$ cat src/rtl/logic_alu_seq.sv
// logic_alu_seq: valid/ready sequencing controller around a small logic ALU.
// AND/OR/XOR resolve in one cycle. SHR/SHL reuse a single 1-bit shifter
// iteratively, so a shift by s occupies s extra cycles in EXEC.
module logic_alu_seq #(
  parameter int N = 4
) (
  input  logic         clk,
  input  logic         rst,
  input  logic         in_valid,
  output logic         in_ready,
  input  logic [2:0]   op,
  input  logic [N-1:0] a,
  input  logic [N-1:0] b,
  output logic         out_valid,
  input  logic         out_ready,
  output logic [N-1:0] result,
  output logic         zero,
  output logic         err,
  output logic         busy
);

  localparam int CW = $clog2(N + 1);
  localparam logic [CW-1:0] N_CNT = CW'(N);
  localparam logic [N-1:0]  N_B   = N'(N);
  localparam logic [CW-1:0] ONE   = CW'(1);

  localparam logic [2:0] OP_AND = 3'b000;
  localparam logic [2:0] OP_OR  = 3'b001;
  localparam logic [2:0] OP_XOR = 3'b010;
  localparam logic [2:0] OP_SHR = 3'b011;
  localparam logic [2:0] OP_SHL = 3'b100;

  typedef enum logic [1:0] {
    S_IDLE,
    S_EXEC,
    S_DONE
  } state_t;

  state_t        state;
  state_t        state_next;
  logic [N-1:0]  acc;
  logic [CW-1:0] cnt;
  logic          shl_q;
  logic [CW-1:0] shift_amt;
  logic          is_shift;
  logic          illegal;
  logic [N-1:0]  idle_result;
  logic [N-1:0]  acc_shifted;

  // Decode the request: saturated shift distance, op class and the
  // single-cycle result (shift by zero passes a through unchanged).
  always_comb begin
    shift_amt   = '0;
    is_shift    = 1'b0;
    illegal     = 1'b0;
    idle_result = '0;
    if (b >= N_B) begin
      shift_amt = N_CNT;
    end else begin
      shift_amt = b[CW-1:0];
    end
    case (op)
      OP_AND:  idle_result = a & b;
      OP_OR:   idle_result = a | b;
      OP_XOR:  idle_result = a ^ b;
      OP_SHR, OP_SHL: begin
        is_shift    = 1'b1;
        idle_result = a;
      end
      default: illegal = 1'b1;
    endcase
  end

  // One bit position per EXEC cycle, zero fill in both directions.
  always_comb begin
    acc_shifted = '0;
    if (shl_q) begin
      acc_shifted = {acc[N-2:0], 1'b0};
    end else begin
      acc_shifted = {1'b0, acc[N-1:1]};
    end
  end

  // State register; reset abandons any in-flight operation.
  always_ff @(posedge clk or posedge rst) begin
    if (rst) begin
      state <= S_IDLE;
    end else begin
      state <= state_next;
    end
  end

  // Next-state and handshake outputs. IDLE looks at in_valid directly since
  // in_ready is high throughout IDLE; DONE never accepts a new request.
  always_comb begin
    state_next = state;
    in_ready   = 1'b0;
    out_valid  = 1'b0;
    busy       = 1'b1;
    case (state)
      S_IDLE: begin
        in_ready = 1'b1;
        busy     = 1'b0;
        if (in_valid) begin
          if (is_shift && (shift_amt != '0)) begin
            state_next = S_EXEC;
          end else begin
            state_next = S_DONE;
          end
        end
      end
      S_EXEC: begin
        if (cnt == ONE) begin
          state_next = S_DONE;
        end
      end
      S_DONE: begin
        out_valid = 1'b1;
        if (out_ready) begin
          state_next = S_IDLE;
        end
      end
      default: state_next = S_IDLE;
    endcase
  end

  // Datapath: capture on accept, iterate in EXEC, hold everything in DONE.
  always_ff @(posedge clk or posedge rst) begin
    if (rst) begin
      acc    <= '0;
      cnt    <= '0;
      shl_q  <= 1'b0;
      result <= '0;
      zero   <= 1'b1;
      err    <= 1'b0;
    end else begin
      case (state)
        S_IDLE: begin
          if (in_valid) begin
            shl_q <= (op == OP_SHL);
            err   <= illegal;
            if (is_shift && (shift_amt != '0)) begin
              acc <= a;
              cnt <= shift_amt;
            end else begin
              result <= idle_result;
              zero   <= (idle_result == '0);
            end
          end
        end
        S_EXEC: begin
          acc <= acc_shifted;
          cnt <= cnt - ONE;
          if (cnt == ONE) begin
            result <= acc_shifted;
            zero   <= (acc_shifted == '0);
          end
        end
        default: begin
        end
      endcase
    end
  end

endmodule

$ cat config.mk
export PLATFORM = sky130hd
export DESIGN_NAME = logic_alu_seq
export DESIGN_NICKNAME = d
export VERILOG_FILES = /design/src/rtl/logic_alu_seq.sv
export SDC_FILE = /design/constraint.sdc
export NUM_CORES = 1
export LEC_CHECK = 0
export ABC_AREA = 1
export BUFFER_PORTS_ARGS = -buffer_cell sky130_fd_sc_hd__buf_2
export CAP_MARGIN = 0
export CORE_MARGIN = 3
export CORE_UTILIZATION = 49
export DETAILED_ROUTE_END_ITERATION = 8
export HOLD_SLACK_MARGIN = 0.05
export PLACE_DENSITY_LB_ADDON = 0.15
export SYNTH_ARGS = -nofsm -noshare
export SYNTH_HDL_FRONTEND = slang
export SYNTH_SLANG_ARGS = --single-unit
export TNS_END_PERCENT = 20
$ cat constraint.sdc
create_clock -name clk -period 1.4 [get_ports clk]
set_clock_uncertainty 0.05 [all_clocks]
set_input_delay 0.14 -clock clk [delete_from_list [all_inputs] [get_ports clk]]
set_output_delay 0.14 -clock clk [all_outputs]
set_load 0.01 [all_outputs]
==> metrics.txt <==
# TYPE chip_impl_metric gauge
chip_impl_metric{name="via_count",unit=""} 1177
chip_impl_metric{name="core_area",unit="um2"} 2297
chip_impl_metric{name="gr-usage-all-layers",unit=""} 0.1856
chip_impl_metric{name="postPlaceCellArea",unit="um2"} 1373
chip_impl_metric{name="ys_seq_elements",unit=""} 16
chip_impl_metric{name="route.layer.met1.wl",unit="um"} 1304
chip_impl_metric{name="synth_enable_flop_cells",unit=""} 0
chip_impl_info{name="critical_path.startpoint_type",value="flop"} 1
chip_impl_metric{name="hold_path_depth",unit=""} 4
chip_impl_info{name="grt_setup_unrepaired",value="yes"} 1
chip_impl_info{name="critPathCaptureType",value="flop"} 1
chip_impl_metric{name="finish.cell_count_without_fillers",unit=""} 218
chip_impl_metric{name="ff2ff_path_depth",unit=""} 5
chip_impl_metric{name="max_capacitance_violation_total",unit=""} 0
chip_impl_metric{name="netlist-cell-type-count",unit=""} 27
chip_impl_metric{name="drt_first_pass_iters",unit=""} 4
chip_impl_info{name="top_signal_layer_used",value="met4"} 1
chip_impl_metric{name="cell_count_post_placement",unit=""} 212
chip_impl_metric{name="ioPinCount",unit=""} 24
chip_impl_metric{name="final-setup-viol-count",unit=""} 0
chip_impl_metric{name="drive_above_1_share",unit=""} 0.3368
chip_impl_metric{name="asyncSetResetFlopFracSynth",unit=""} 1.000
chip_impl_metric{name="fin_crit",unit="ns"} 1.372
chip_impl_metric{name="final-hold-violation-count",unit=""} 0
chip_impl_info{name="hold_end",value="state[1]"} 1
chip_impl_metric{name="p_total",unit="W"} 0.002510
chip_impl_metric{name="yosysSeqAreaShare",unit=""} 0.3269
chip_impl_metric{name="grt_pass1_wl",unit="um"} 4692
chip_impl_metric{name="route.final.wire_length",unit="um"} 2872
chip_impl_metric{name="smallest_setup_slack_after_layout",unit="ns"} 0.02756
chip_impl_metric{name="worst_slew_pin_slew",unit="ns"} 0.6109
chip_impl_metric{name="post_synth_inst_count",unit=""} 161
chip_impl_info{name="worstHoldStart",value="out_ready"} 1
chip_impl_info{name="status",value="complete, no violations"} 1
chip_impl_info{name="critPathTopFamily",value="flip-flops"} 1
chip_impl_info{name="min-delay-path-class",value="in -> reg"} 1
chip_impl_info{name="synth_top_flop_cell",value="sky130_fd_sc_hd__dfrtp_1"} 1
chip_impl_metric{name="initial_core_util",unit=""} 0.5349
chip_impl_metric{name="arrival_time_worst_endpoint",unit="ns"} 1.56
chip_impl_metric{name="ir_drop",unit="mV"} 1.340
chip_impl_metric{name="routedWlPerCell",unit="um"} 13.17
chip_impl_metric{name="number_of_routed_nets_with_antenna_violations",unit=""} 0
chip_impl_info{name="root_buffer",value="sky130_fd_sc_hd__clkbuf_4"} 1
chip_impl_info{name="synthMostInstantiatedCell",value="sky130_fd_sc_hd__inv_1"} 1
chip_impl_info{name="synthTopCellsByArea",value="sky130_fd_sc_hd__dfrtp_1 31%, sky130_fd_sc_hd__ha_1 10%, sky130_fd_sc_hd__inv_1 7.3%"} 1
chip_impl_metric{name="max_freq",unit="MHz"} 728.6
chip_impl_metric{name="antenna_violations_before_repair",unit=""} 0
chip_impl_info{name="regToRegEndpoint",value="acc[3]"} 1
chip_impl_metric{name="dpl_worst_slack",unit="ns"} 0.01007
chip_impl_metric{name="grt_pass1_vias",unit=""} 1100
chip_impl_metric{name="first_iter_violations",unit=""} 51
chip_impl_info{name="clock_tree_from_tritoncts",value="yes"} 1
chip_impl_metric{name="globalRoute.totalOverflow",unit=""} 0
chip_impl_metric{name="floorplan_row_count",unit=""} 17
chip_impl_metric{name="cp_num_buf_inv",unit=""} 1
chip_impl_metric{name="areaGrowthSynthToFinish",unit="%"} 20.57
chip_impl_metric{name="die_w",unit="um"} 56.08
chip_impl_metric{name="grt_max_degree",unit=""} 17
chip_impl_metric{name="route.met2.wl",unit="um"} 1363
chip_impl_metric{name="crit_path_max_incr_delay",unit="ns"} 0.46
chip_impl_metric{name="met3_length",unit="um"} 156
chip_impl_metric{name="setup_tns",unit="ns"} 0
chip_impl_metric{name="cts_buffer_depth",unit=""} 2
chip_impl_info{name="worst-setup-path-type",value="reg -> reg"} 1
chip_impl_metric{name="fin_nets",unit=""} 216
chip_impl_metric{name="htree_num_levels",unit=""} 1
chip_impl_metric{name="layout.filler_cells",unit=""} 214
chip_impl_metric{name="multiInputGateArea",unit="um2"} 718.2
chip_impl_metric{name="clock-sinks",unit=""} 16
chip_impl_metric{name="placement.io_buffers",unit=""} 23
chip_impl_metric{name="ys_warn_count",unit=""} 0
chip_impl_metric{name="die_height",unit="um"} 56.08
chip_impl_metric{name="cts_made_buffers",unit=""} 3
chip_impl_metric{name="slew_headroom",unit=""} 0.5923
chip_impl_metric{name="clk-insertion-delay-late",unit="ns"} 0.30
chip_impl_metric{name="final_max_slew_viol_count",unit=""} 0
chip_impl_metric{name="vias_per_cell",unit=""} 5.399
chip_impl_metric{name="post-route-period-util",unit=""} 0.9803
chip_impl_metric{name="critPathMaxFanout",unit=""} 13
chip_impl_metric{name="synth_largest_type_area_fraction",unit=""} 0.3055
chip_impl_metric{name="floorplan.die_area",unit="um2"} 3144
chip_impl_metric{name="route.detailed.drc",unit=""} 0
chip_impl_metric{name="r2r_setup_slack",unit="ns"} 0.03
chip_impl_metric{name="globalplace.congestion",unit=""} 0.8699
chip_impl_metric{name="n_antenna_cell",unit=""} 0
chip_impl_info{name="crit-reg2reg-launch",value="state[1]"} 1
chip_impl_metric{name="critical_path_required",unit="ns"} 1.58
chip_impl_metric{name="synth.cell_area",unit="um2"} 1229
chip_impl_metric{name="area.sequential",unit="um2"} 402.9
chip_impl_info{name="synth_area_leader_cell",value="sky130_fd_sc_hd__dfrtp_1"} 1
chip_impl_metric{name="dpl.hpwl",unit="um"} 2209
chip_impl_metric{name="clkSlewWorstSetupHoldPaths",unit="ns"} 0.10
chip_impl_metric{name="layout_cell_area_excl_fill",unit="um2"} 1481
chip_impl_metric{name="synth.net_count",unit=""} 186
chip_impl_metric{name="power_per_cell_area",unit="nW/um2"} 1694
chip_impl_info{name="post_synth_most_frequent_cells",value="24 x sky130_fd_sc_hd__inv_1, 20 x sky130_fd_sc_hd__nand2_1, 18 x sky130_fd_sc_hd__nor2_1, 15 x sky130_fd_sc_hd__dfrtp_1, 11 x sky130_fd_sc_hd__o21ai_1"} 1
chip_impl_metric{name="avg_inst_size_synth",unit="um2"} 7.632
chip_impl_info{name="critical_path.cell_chain",value="nor2_4 -> inv_4 -> nor3_1 -> a21oi_1 -> o21ai_1"} 1
chip_impl_metric{name="power.static_leakage",unit="nW"} 0.7642
chip_impl_info{name="crit_path_top_delay_cell",value="sky130_fd_sc_hd__dfrtp_2"} 1
## worst max-delay path by stage
| stage | startpoint | slack [ns] | depth (start not counted) | endpoint |
|---|---|---|---|---|
| after floorplan | cnt[1] | 0.12 | 9 | zero |
| after global placement | cnt[1] | 0.04 | 10 | result[0] |
| after detailed placement | cnt[1] | 0.01 | 10 | result[0] |
| after CTS | state[0] | 0.02 | 4 | busy |
| after global routing | state[1] | -0.04 | 5 | acc[3] |
| final | state[1] | 0.03 | 5 | acc[3] |
## placed cells by master, fill, tap and decap left out, types with 2 or more instances in the layout
cell type / instances
sky130_fd_sc_hd__nor2_2: 3
sky130_fd_sc_hd__nand3_1: 8
sky130_fd_sc_hd__inv_2: 5
sky130_fd_sc_hd__o21ai_0: 4
sky130_fd_sc_hd__inv_1: 22
sky130_fd_sc_hd__clkbuf_4: 3
sky130_fd_sc_hd__nor2_1: 15
sky130_fd_sc_hd__nor3_1: 3
sky130_fd_sc_hd__a21oi_1: 7
sky130_fd_sc_hd__nand2_1: 20
sky130_fd_sc_hd__inv_4: 2
sky130_fd_sc_hd__ha_1: 9
sky130_fd_sc_hd__buf_4: 4
sky130_fd_sc_hd__a21oi_2: 4
sky130_fd_sc_hd__o21ai_1: 11
sky130_fd_sc_hd__nand2_2: 5
sky130_fd_sc_hd__dfrtp_1: 14
sky130_fd_sc_hd__nand4_1: 8
sky130_fd_sc_hd__o21ai_4: 2
sky130_fd_sc_hd__buf_2: 23
## area by class of cell
| class | count | area share |
|---|---|---|
| Sequential cell | 16 | 0.2720 |
| Multi-Input combinational cell | 112 | 0.4848 |
| Inverter | 29 | 0.07686 |
| Timing Repair Buffer | 29 | 0.1182 |
| Clock buffer | 4 | 0.02449 |
| Tap cell | 28 | 0.02365 |
## per-layer routing
layer  GRT usage  vias up
met4     0.05085        0
met3     0.04640        8
met2      0.3155       36
li1            -      584
met5           0        -
met1      0.2315      549
## worst min-delay path, cell delays in order
cell and delay (ns):
sky130_fd_sc_hd__buf_2 0.08, sky130_fd_sc_hd__nor3_1 0.05, sky130_fd_sc_hd__nor2_1 0.09, sky130_fd_sc_hd__inv_1 0.04
## report_power, final
part,leakage (nW),internal (W),switching (W)
Sequential,0.196,0.000685,0.000168
Combinational,0.547,0.000535,0.000809
Clock,0.0210,0.000159,0.000153
Total,0.764,0.00138,0.00113
## cells by family (layout without fill, tap and decap cells)
family / count (synthesis) / in the layout / share of synthesized area
AND/OR/NAND/NOR: 67 / 68 / 0.2627
buffers and inverters: 34 / 62 / 0.1365
AO/OA/AOI/OAI: 33 / 33 / 0.1650
flip-flops: 16 / 16 / 0.3269
adder cells (fa/ha/maj): 10 / 10 / 0.1018
XOR/XNOR: 1 / 1 / 0.007130
## stage by stage
step | hold WS, ns | utilization
2_1_floorplan | 0.003024 | -
3_3_place_gp | 0.1842 | 0.5975
3_5_place_dp | 0.1952 | 0.5975
4_1_cts | 0.06641 | 0.6204
5_1_grt | 0.07668 | 0.6449
6_report | 0.07049 | 0.6449
## what timing repair did
action | in CTS | in global routing
gates cloned | 0 | 1
gates resized for setup | 2 | 14
pin swaps | 0 | 3
hold buffers | 1 | 0
hold endpoints to repair | 15 | 0
endpoints found under the setup margin | 3 | 10
setup buffers | 0 | 0
## sequential cells by signal (all words and copies together), names as in the netlist
register / cells
acc: 4
result: 4
cnt: 3
state: 2
err: 1
shl_q: 1
zero: 1
(Power assumes the default switching activity.)
